**src/rtl/display_pkg.sv**
```systemverilog
// display_pkg: shared BCD display-link constants, receiver state encoding and digit legality check.
package display_pkg;
  localparam int NUM_DIGITS = 4;
  localparam int BCD_W = 4 * NUM_DIGITS;
  localparam logic [3:0] BCD_MAX_DIGIT = 4'd9;
  typedef enum logic [1:0] {IDLE, SHIFT, OVERRUN} state_t;
  // Word is zero-extended to 64 bits so every digit count up to 16 shares one signature.
  function automatic logic bcd_is_legal(input logic [63:0] word, input int digits = NUM_DIGITS);
    logic ok;
    ok = 1'b1;
    for (int i = 0; i < 16; i++)
      if (i < digits && word[4*i +: 4] > BCD_MAX_DIGIT) ok = 1'b0;
    return ok;
  endfunction
endpackage

```
**src/rtl/bit_sync.sv**
```systemverilog
// bit_sync: two-flop synchronizer with asynchronous active-low reset to 0.
module bit_sync (
  input  logic clk,
  input  logic rst,
  input  logic d,
  output logic q
);
  logic [1:0] s;
  always_ff @(posedge clk or negedge rst)
    if (!rst) s <= 2'b00;
    else s <= {s[0], d};
  assign q = s[1];
endmodule

```
**src/rtl/display_rx.sv**
```systemverilog
// display_rx: serial BCD display-link receiver; deserialises, checks framing/digits, strobes the word.
// Define DISPLAY_RX_SYNC_EN to pass ser_data/ser_frame through two-flop synchronizers (+2 cycles latency).
module display_rx #(
  parameter int NUM_DIGITS = display_pkg::NUM_DIGITS,
  localparam int W = 4 * NUM_DIGITS
) (
  input  logic         clk,
  input  logic         rst,
  input  logic         ser_data,
  input  logic         ser_frame,
  output logic [W-1:0] bcd_out,
  output logic         bcd_valid,
  output logic         frame_err,
  output logic         digit_err,
  output logic         busy
);
  import display_pkg::*;
  localparam int CW = $clog2(W + 1);
  logic data, frame;
`ifdef DISPLAY_RX_SYNC_EN
  bit_sync u_sync_data  (.clk(clk), .rst(rst), .d(ser_data),  .q(data));
  bit_sync u_sync_frame (.clk(clk), .rst(rst), .d(ser_frame), .q(frame));
`else
  assign data  = ser_data;
  assign frame = ser_frame;
`endif
  state_t state, state_n;
  logic [W-1:0] shreg, shreg_n, out_n;
  logic [CW-1:0] cnt, cnt_n;
  logic valid_n, ferr_n, derr_n;
  always_ff @(posedge clk or negedge rst)
    if (!rst) begin
      state     <= IDLE;
      shreg     <= '0;
      cnt       <= '0;
      bcd_out   <= '0;
      bcd_valid <= 1'b0;
      frame_err <= 1'b0;
      digit_err <= 1'b0;
    end else begin
      state     <= state_n;
      shreg     <= shreg_n;
      cnt       <= cnt_n;
      bcd_out   <= out_n;
      bcd_valid <= valid_n;
      frame_err <= ferr_n;
      digit_err <= derr_n;
    end
  always_comb begin
    state_n = state;
    shreg_n = shreg;
    cnt_n   = cnt;
    out_n   = bcd_out;
    valid_n = 1'b0;
    ferr_n  = 1'b0;
    derr_n  = 1'b0;
    unique case (state)
      IDLE:
        if (frame) begin
          shreg_n = {shreg[W-2:0], data};
          cnt_n   = CW'(1);
          state_n = SHIFT;
        end
      SHIFT:
        if (frame) begin
          if (cnt == CW'(W)) state_n = OVERRUN;
          else begin
            shreg_n = {shreg[W-2:0], data};
            cnt_n   = cnt + CW'(1);
          end
        end else begin
          state_n = IDLE;
          cnt_n   = '0;
          if (cnt != CW'(W)) ferr_n = 1'b1;
          else if (!bcd_is_legal(64'(shreg), NUM_DIGITS)) derr_n = 1'b1;
          else begin
            out_n   = shreg;
            valid_n = 1'b1;
          end
        end
      OVERRUN:
        if (!frame) begin
          ferr_n  = 1'b1;
          state_n = IDLE;
          cnt_n   = '0;
        end
      default: state_n = IDLE;
    endcase
  end
  assign busy = state != IDLE;
endmodule

```
**config.mk**
```make
export PLATFORM = sky130hd
export DESIGN_NAME = display_rx
export DESIGN_NICKNAME = d
export VERILOG_FILES = /design/src/rtl/display_pkg.sv /design/src/rtl/bit_sync.sv /design/src/rtl/display_rx.sv
export SDC_FILE = /design/constraint.sdc
export NUM_CORES = 1
export LEC_CHECK = 0
export BUFFER_PORTS_ARGS = -buffer_cell sky130_fd_sc_hd__buf_2
export CORE_AREA = 2 2 69 77
export CTS_CLUSTER_SIZE = 16
export DETAILED_ROUTE_END_ITERATION = 8
export DIE_AREA = 0 0 71 79
export HOLD_SLACK_MARGIN = 0.02
export PLACE_DENSITY_LB_ADDON = 0.3
export SYNTH_ARGS = -nofsm -noshare
export SYNTH_HDL_FRONTEND = slang
export SYNTH_SLANG_ARGS = --single-unit
```
**constraint.sdc**
```tcl
create_clock -name clk -period 3.2 [get_ports clk]
set_clock_uncertainty 0.15 [all_clocks]
set_input_delay 0.16 -clock clk [delete_from_list [all_inputs] [get_ports clk]]
set_output_delay 0.16 -clock clk [all_outputs]
set_load 0.005 [all_outputs]
```
==> metrics.csv <==
metric,value,unit
outcome,finished clean,
CP Class,flip-flop to flip-flop,
final core occ,43.7,%
Synth Area in Compound Gates,8.96,%
Worst Path Required,3.22,ns
Unique masters post-synth,33,
VDD IR max,0.299,mV
residual DRC count,0,
DRT Pass-1 Iters,4,
Final setup viols,0,
fin crit period,2.38,ns
Hold Path Sink,bcd_out[4],
number of buffers created by CTS,5,
All-Layer GR Usage,13.0,%
Syn Nets,144,
htree depth,2,
Die Area,5610,sq um
Die H,79,microns
Skew-Pair Late Insertion Delay,0.29,ns
WHS Path Cells,1,
WL final,3.28,mm
CP Max Fanout,16,
number of inserted diodes,0,
vias in the first global route,1253,
Filler Cells Inserted,456,
RR Endpoint,shreg[10],
simple-gate share of the synthesized area,8.56,%
Std-Cell Rows,27,
Final Max Tran Viols,0,
first-pass GRT wire length,5.70,mm
P per Cell Area,714,nW/um^2
# nets final,174,
Final ANT Viol Nets,0,
Slew headroom,39.4,%
LEAKAGE,1.02,nW
Worst EP arrival,2.40,ns
largest family of logic cells by synthesized area,multiplexers,
final hold vios,0,
min-delay src,bcd_out[4],
Worst R2R Setup Slack,0.82,ns
Clock Sinks,42,
root buf cell,clkbuf_8,
Port Buffer Count,23,
initial antenna violation count,0,
Syn Std Cell Area,1870,sq um
Internal Pwr Total,1.04,mW
Adder-Cell Fraction of Synth Area,3.34,%
grt ovf,0,
"Period Utilization, post-route",74.5,%
worst-case clock buffer depth,2,
Critical Path Source Type,flip-flop,
Yosys reg bits,42,
post-route insts no fill,223,
clock share of power,20.5,%
WL/cell,14.7,microns
Hold Slack,0.338,ns
layout cells sized above 1,38.8,%
worst-margin pin slew,0.909,ns
post-CTS setup buffers,0,
yosys warns,0,
core area,4900,sq um
initial core utilization,38.2,%
Gate power share,29.2,%
syn_area_per_cell,13.9,sq um
NetSw,0.492,mW
CP Capture Type,flip-flop,
Synth Area in XOR/XNOR,0,%
Max Cap Viol,0,
Synth Instances,135,
Sw Share,32.2,%
initial DRC count,33,
DIE WIDTH,71,microns
Peak Freq,420,MHz
Flop pwr share,50.4,%
Syn-to-layout area delta,14.4,%
mux cell area share after synthesis,19.8,%
CTS tree,done,
largest net degree at the start of global routing,43,
worst min path class,flip-flop to flip-flop,
RSZ-0062 raised after global routing,false,
I/O pin count,24,
worst r2r src,state[1],
clock transition at the registers of the reported paths,0.07,ns
reg2reg path depth,6,
Post-Place Cells,213,
DR vias/cell,5.26,
CP startpoint,state[1],
RD Place Congestion,0.741,
DP HPWL,2.30,mm
via count,1173,
setup TNS,0,ns
sequential fraction of the synthesis area,56.2,%
[sequential cells by signal, indices dropped and copies added (netlist names)]
name and count:
bcd_out 16, bcd_valid 1, cnt 5, digit_err 1, frame_err 1, shreg 16, state 2
[power groups by stage]
| stage | registers (mW) | clock network [mW] | logic [mW] |
|---|---|---|---|
| 2_1_floorplan | 0.738 | 0 | 0.369 |
| 3_5_place_dp | 0.781 | 0 | 0.444 |
| 5_1_grt | 0.791 | 0.346 | 0.491 |
| 6_report | 0.770 | 0.313 | 0.446 |
| 4_1_cts | 0.770 | 0.325 | 0.449 |
| 3_3_place_gp | 0.772 | 0 | 0.427 |
[cell usage after synthesis (all sizes together)]
cell type  instances  area (sq um)
a22o               2          17.5
nor3b              3          22.5
o21ai              5          25.0
nand3              4          25.0
nor2b              1          6.26
mux2i              1          10.0
nand4bb            1          11.3
dfrtp             42          1050
inv                7          26.3
nand2              3          11.3
nor3               2          10.0
ha                 5          62.6
nor2               5          26.3
o31ai              1          7.51
a2111oi            1          27.5
a221o              1          10.0
and3               1          6.26
and4bb             1          16.3
a211oi             1          20.0
nand4              3          18.8
o221ai             1          8.76
a221oi             1          8.76
o211ai             1          7.51
a2111o             1          11.3
or2                1          6.26
buf                4          32.5
a21oi              1          5.00
mux2              32           360
o22ai              3          18.8
[cell type report]
cell class | instances | area [sq um] | share of cell area, %
Timing Repair Buffer | 27 | 153 | 7.13
Multi-Input combinational cell | 82 | 761 | 35.6
Inverter | 7 | 26.3 | 1.23
Tap cell | 58 | 72.6 | 3.39
Clock buffer | 7 | 76.3 | 3.57
Sequential cell | 42 | 1050 | 49.1
[layout by cell type, fill, tap and decap left out, types with 2 or more instances in the layout]
cell type	count
dfrtp_1	42
mux2_2	29
buf_2	23
inv_1	7
o21ai_0	5
ha_1	5
clkbuf_8	5
nor2_1	4
nor3b_1	3
nand4_1	3
mux2_1	3
nand3_1	3
o22ai_1	3
nand2_1	3
dlygate4sd3_1	3
nor3_1	2
a22o_1	2
clkbuf_1	2
[metrics by stage]
stage | setup WS [ns] | power [mW] | area (sq um)
6_report | 0.817 | 1.53 | 2140
5_1_grt | 0.694 | 1.63 | 2140
4_1_cts | 0.822 | 1.54 | 2140
3_5_place_dp | 0.839 | 1.22 | 2030
3_3_place_gp | 0.926 | 1.20 | 2030
2_1_floorplan | 1.17 | 1.11 | 1870
[how the worst max path moves through the flow]
stage           endpoint  slack [ns]
3_5_place_dp   shreg[10]        0.84
3_3_place_gp    shreg[2]        0.93
6_report       shreg[10]        0.82
5_1_grt        shreg[10]        0.69
2_1_floorplan  shreg[10]        1.17
4_1_cts        shreg[10]        0.82
[cell families after synthesis]
family | after synthesis
compound gates | 19
fa+ha+maj | 5
buf+inv | 11
flops | 42
mux | 33
simple gates | 25
[worst max-delay path, stage by stage, from the launching register on]
cell and delay, ns:
dfrtp_1 0.40, inv_1 0.12, ha_1 0.50, nor2_1 0.22, a211oi_4 0.23, buf_4 0.27, mux2_2 0.37
[timing repair]
action | CTS | global route
hold buffers | 3 | 0
gates resized for setup | 0 | 0
endpoints found under the hold margin | 44 | 0
endpoints found under the setup margin | 0 | 0
[layer usage]
metal  GRT usage (%)  vias to the layer above  share of wire [%]
li1                -                      553                  -
met1            15.0                      578                 44
met2            21.8                       34                 49
met5               0                        -                  0
met3            4.19                        8                4.9
met4            6.23                        0                2.0
Power figures use the tool's default switching activity.
